**src/rtl/imem_load_ctrl.sv**
```systemverilog
// Boot/reload sequencer and imem port arbiter: packs a byte stream into words written to imem.
// Optional checksum stage enabled by defining IMEM_LOAD_CHECKSUM_EN.
module imem_load_ctrl #(
    parameter int unsigned       ADDR_W    = 8,
    parameter logic [ADDR_W-1:0] BASE_ADDR = '0
) (
    input  logic              clk,
    input  logic              rst,
    input  logic              load_req,
    input  logic [7:0]        rx_data,
    input  logic              rx_valid,
    output logic              rx_ready,
    input  logic [ADDR_W-1:0] pc_addr,
    output logic [ADDR_W-1:0] mem_addr,
    output logic [31:0]       mem_wdata,
    output logic              mem_we,
    output logic              cpu_stall,
    output logic              load_busy,
    output logic              load_done,
    output logic              load_err
);

`ifdef IMEM_LOAD_CHECKSUM_EN
    typedef enum logic [2:0] {IDLE, HDR, DATA, CHK, DONE} state_t;
`else
    typedef enum logic [2:0] {IDLE, HDR, DATA, DONE} state_t;
`endif

    state_t            state_q, state_d;
    logic [1:0]        byte_cnt_q, byte_cnt_d;
    logic [23:0]       shift_q, shift_d;
    logic [7:0]        nm1_q, nm1_d;
    logic [7:0]        word_idx_q, word_idx_d;
    logic              all_rcvd_q, all_rcvd_d;
    logic [ADDR_W-1:0] wr_ptr_q, wr_ptr_d;
    logic              mem_we_q, mem_we_d;
    logic [31:0]       mem_wdata_q, mem_wdata_d;
`ifdef IMEM_LOAD_CHECKSUM_EN
    logic [7:0]        sum_q, sum_d;
    logic              load_err_q, load_err_d;
`endif
    logic              accept;

    // Intake stops once the last word is packed so nothing is taken during its write cycle.
    always_comb begin
        rx_ready = 1'b0;
        case (state_q)
            HDR:  rx_ready = 1'b1;
            DATA: rx_ready = ~all_rcvd_q;
`ifdef IMEM_LOAD_CHECKSUM_EN
            CHK:  rx_ready = 1'b1;
`endif
            default: rx_ready = 1'b0;
        endcase
    end

    assign accept = rx_valid & rx_ready;

    always_comb begin
        state_d     = state_q;
        byte_cnt_d  = byte_cnt_q;
        shift_d     = shift_q;
        nm1_d       = nm1_q;
        word_idx_d  = word_idx_q;
        all_rcvd_d  = all_rcvd_q;
        wr_ptr_d    = wr_ptr_q;
        mem_we_d    = 1'b0;
        mem_wdata_d = mem_wdata_q;
`ifdef IMEM_LOAD_CHECKSUM_EN
        sum_d       = sum_q;
        load_err_d  = load_err_q;
`endif
        case (state_q)
            IDLE: begin
                if (load_req) begin
                    state_d    = HDR;
                    byte_cnt_d = 2'd0;
                    word_idx_d = 8'd0;
                    all_rcvd_d = 1'b0;
`ifdef IMEM_LOAD_CHECKSUM_EN
                    load_err_d = 1'b0;
`endif
                end
            end
            HDR: begin
                if (accept) begin
                    state_d    = DATA;
                    nm1_d      = rx_data;
                    wr_ptr_d   = BASE_ADDR;
                    byte_cnt_d = 2'd0;
                    word_idx_d = 8'd0;
                    all_rcvd_d = 1'b0;
`ifdef IMEM_LOAD_CHECKSUM_EN
                    sum_d      = rx_data;
`endif
                end
            end
            DATA: begin
                if (accept) begin
                    byte_cnt_d = byte_cnt_q + 2'd1;
                    shift_d    = {shift_q[15:0], rx_data};
`ifdef IMEM_LOAD_CHECKSUM_EN
                    sum_d      = sum_q + rx_data;
`endif
                    if (byte_cnt_q == 2'd3) begin
                        mem_we_d    = 1'b1;
                        mem_wdata_d = {shift_q, rx_data};
                        word_idx_d  = word_idx_q + 8'd1;
                        if (word_idx_q == nm1_q) begin
                            all_rcvd_d = 1'b1;
                        end
                    end
                end
                // Pointer advances on the edge that closes the write cycle.
                if (mem_we_q) begin
                    wr_ptr_d = wr_ptr_q + 1'b1;
                    if (all_rcvd_q) begin
`ifdef IMEM_LOAD_CHECKSUM_EN
                        state_d = CHK;
`else
                        state_d = DONE;
`endif
                    end
                end
            end
`ifdef IMEM_LOAD_CHECKSUM_EN
            CHK: begin
                if (accept) begin
                    state_d = DONE;
                    if ((sum_q + rx_data) != 8'h00) begin
                        load_err_d = 1'b1;
                    end
                end
            end
`endif
            DONE: begin
                state_d = IDLE;
            end
            default: begin
                state_d = IDLE;
            end
        endcase
    end

    always_ff @(posedge clk or posedge rst) begin
        if (rst) begin
            state_q     <= IDLE;
            byte_cnt_q  <= 2'd0;
            shift_q     <= 24'd0;
            nm1_q       <= 8'd0;
            word_idx_q  <= 8'd0;
            all_rcvd_q  <= 1'b0;
            wr_ptr_q    <= '0;
            mem_we_q    <= 1'b0;
            mem_wdata_q <= 32'd0;
`ifdef IMEM_LOAD_CHECKSUM_EN
            sum_q       <= 8'd0;
            load_err_q  <= 1'b0;
`endif
        end else begin
            state_q     <= state_d;
            byte_cnt_q  <= byte_cnt_d;
            shift_q     <= shift_d;
            nm1_q       <= nm1_d;
            word_idx_q  <= word_idx_d;
            all_rcvd_q  <= all_rcvd_d;
            wr_ptr_q    <= wr_ptr_d;
            mem_we_q    <= mem_we_d;
            mem_wdata_q <= mem_wdata_d;
`ifdef IMEM_LOAD_CHECKSUM_EN
            sum_q       <= sum_d;
            load_err_q  <= load_err_d;
`endif
        end
    end

    assign load_busy = (state_q != IDLE);
    assign cpu_stall = load_busy;
    assign load_done = (state_q == DONE);
    assign mem_we    = mem_we_q;
    assign mem_wdata = mem_wdata_q;
    assign mem_addr  = load_busy ? wr_ptr_q : pc_addr;
`ifdef IMEM_LOAD_CHECKSUM_EN
    assign load_err  = load_err_q;
`else
    assign load_err  = 1'b0;
`endif

endmodule

```
**config.mk**
```make
export PLATFORM = sky130hd
export DESIGN_NAME = imem_load_ctrl
export DESIGN_NICKNAME = d
export VERILOG_FILES = /design/src/rtl/imem_load_ctrl.sv
export SDC_FILE = /design/constraint.sdc
export NUM_CORES = 1
export LEC_CHECK = 0
export CORE_MARGIN = 10
export CORE_UTILIZATION = 40
export CTS_CLUSTER_DIAMETER = 120
export DETAILED_ROUTE_END_ITERATION = 12
export HOLD_SLACK_MARGIN = 0.15
export PLACE_DENSITY_LB_ADDON = 0.08
export SLEW_MARGIN = 20
export SYNTH_ARGS = -nofsm -noshare
export SYNTH_HDL_FRONTEND = slang
export SYNTH_SLANG_ARGS = --single-unit
```
**constraint.sdc**
```tcl
create_clock -name clk -period 4 [get_ports clk]
set_input_delay 0.8 -clock clk [delete_from_list [all_inputs] [get_ports clk]]
set_output_delay 0.8 -clock clk [all_outputs]
set_load 0.01 [all_outputs]
```
==> metrics <==
status finished clean; CP startpoint state_q[0]; Critical Path End rx_ready; CP Class reg2out; Final Setup Violations 0; Req. time, crit path 3.20 ns; clk_lat worst skew 0.34 ns; Port-buffer cells 64; remaining antenna violation count 0; detailed-route DRC error count 0; Post-Place Cell Area 4607 um2; Slew HR 34.07%; syn nets 325; TritonCTS clock tree done; CTS Hold Buffers Added 0; post-synthesis mux area share 22.13%; shortest period the worst path allows 3.238 ns; Reg2Reg Depth 6; layout cells sized above 1 17.91%; # diodes 0; IO Pins 66; most frequent cells in the layout 86 x dfrtp_1, 64 x clkdlybuf4s50_1, 44 x mux2_2; first-pass GRT wire length 13.63 mm; area of the multi-input gates 1583 um2; Final Hold Viols 0; setup TNS 0 ns; pin count of the biggest net entering global routing 53; vias in the first global route 2567; Compound-Gate Fraction of Synth Area 4.777%; post-synthesis adder-cell area fraction 2.600%; max-slew violations 0; pwr dens 599.5 nW/um2; Reg-to-Reg End byte_cnt_q[1]; grt ovf 0; clk sinks 86; Synth warnings 0; Final Skew 0.008936 ns; Post-CTS Resized 0; hold crit path type reg2reg; # rows 35; fmax 308.9 MHz; arrival time at the worst endpoint 2.44 ns; CP Max Fanout 21; Synth Area in Simple Gates 8.320%; Syn-to-layout area delta 24.70%; peak supply drop 0.0002838 V; count of cell types in the netlist 39; area share of xor/xnor cells in the synthesized design 3.185%; Tcrit/Tclk final 80.94%; Storage cell area 2152 um2; DP HPWL 5.504 mm; RSZ-0062 raised after global routing false; Design Area, Final 4801 um2; largest cells by area after synthesis dfrtp_1 56%, mux2_2 13%, mux2_1 8.5%, ha_1 2.6%, xnor2_1 1.6%; total core area 9328 um2; Worst-path clk slew 0.09 ns; RR Startpoint state_q[0]; post-CTS setup buffers 0; area leader, netlist dfrtp_1; H-tree levels 3; Nets 387; CTS buffer count 9; R2R setup slack 1.14 ns; main combinational cell family by area after synthesis multiplexers; Yosys top cell area share 55.90%; cell area after synthesis 3850 um2; Startpoint Class register; Total GRT Usage 11.83%; sequential area share after synthesis 55.90%; Mean Syn Cell Area 12.96 um2; Initial DRC Count 128; die height 118.1 um; initial antenna violation count 0; most common cell after layout, fill and taps aside dfrtp_1; CP Capture Type output port; Root Driver clkbuf_8; clock buffer depth 2; Pre-antenna DRT Iters 4; die width 118.1 um; Starting Density 41.27%; global placement routability congestion 0.7572; vias 2492; Vias/cell 5.065; Avg WL per Cell 16.19 um; Least-Margin Pin Slew 0.9843 ns; FILL cells 837; Post-Route WL 7.965 mm; Die ar. 13950 um2; Max-Cap Viols 0; Pleak 2.205 nW; hold_ws 0.4884 ns; flops & latches, synth 86; Post-Syn Instances 297
per-stage QoR:
step                      util, %  power, mW  instances  worst slack [ns]
final                       51.47      2.878        492            0.7623
after global routing        51.47      3.097        492            0.5958
after floorplan                 -      1.936        297            0.9782
after detailed placement    49.39      2.294        477             1.068
after global placement      49.39      2.272        477             1.110
after CTS                   51.47      2.914        492            0.7587
metal layers:
metal / part of all wire (%) / wire [um] / global-route usage [%] / vias up
li1: - / - / - / 1175
met1: 48 / 3830 / 15.95 / 1241
met2: 45 / 3580 / 17.35 / 68
met3: 5.8 / 461 / 3.501 / 8
met4: 1.2 / 93 / 4.637 / 0
met5: 0 / 0 / 0 / -
worst max-delay path, cell delays in order (launching register included):
cell	delay, ns
dfrtp_1	0.43
inv_1	0.11
ha_1	0.65
nand2b_1	0.14
a21boi_0	0.20
clkdlybuf4s50_1	0.56
logic make-up (layout without fill, tap and decap cells):
group           count (synthesis)  count (layout)
fa+ha+maj                       8               8
buf+inv                        25              91
mux                            76              76
other cells                     1               1
xor+xnor                       14              14
simple gates                   64              64
flops                          86              86
compound gates                 23              23
registers in the layout, summed over array words and instances (netlist names):
name	cells
all_rcvd_q	1
byte_cnt_q	2
mem_wdata	32
mem_we	1
nm1_q	8
shift_q	24
state_q	2
word_idx_q	8
wr_ptr_q	8
worst min path at each step:
stage / slack [ns] / depth (start not counted) / to / start
after floorplan: 0.45 / 1 / mem_wdata[24] / shift_q[16]
after global placement: 0.47 / 1 / mem_wdata[24] / shift_q[16]
after detailed placement: 0.48 / 1 / mem_wdata[24] / shift_q[16]
after CTS: 0.49 / 1 / byte_cnt_q[0] / byte_cnt_q[0]
after global routing: 0.51 / 1 / byte_cnt_q[0] / byte_cnt_q[0]
final: 0.49 / 1 / byte_cnt_q[0] / byte_cnt_q[0]
report_power, final:
group | internal (mW) | switching [mW]
Combinational | 0.535 | 0.504
Clock | 0.290 | 0.320
Sequential | 1.08 | 0.148
Total | 1.91 | 0.972
cell usage after synthesis:
cell type and instances:
a21boi_0 3, buf_2 8, nor3b_1 2, nand2_2 1, mux2_2 44, and2_1 1
o21bai_1 1, xnor2_1 7, o21ai_0 5, nor4_1 4, inv_1 9, xor2_1 7
nand2b_1 1, nand3_1 12, a211o_1 1, a211oi_1 1, o211ai_1 1, nor4b_1 2
conb_1 1, nor2_1 11, a21boi_1 1, nor2b_1 3, and3_1 1, nand2_1 16
ha_1 8, o2bb2ai_1 1, buf_4 3, a21oi_4 1, mux2i_1 3, nor3_1 5
buf_1 1, mux2_1 29, dfrtp_1 86, o32a_1 1, a31oi_1 2, nand4_1 4
nand3b_1 1, a32o_1 5, clkbuf_1 4
cell type report:
type,count,area share [%]
inverters,9,0.7297
multi-input cells,186,32.97
flip-flops and latches,86,44.83
clock inverters,6,1.459
repair buffers,67,14.07
clock buffers,9,2.580
well taps,129,3.362
(Power assumes the default switching activity.)
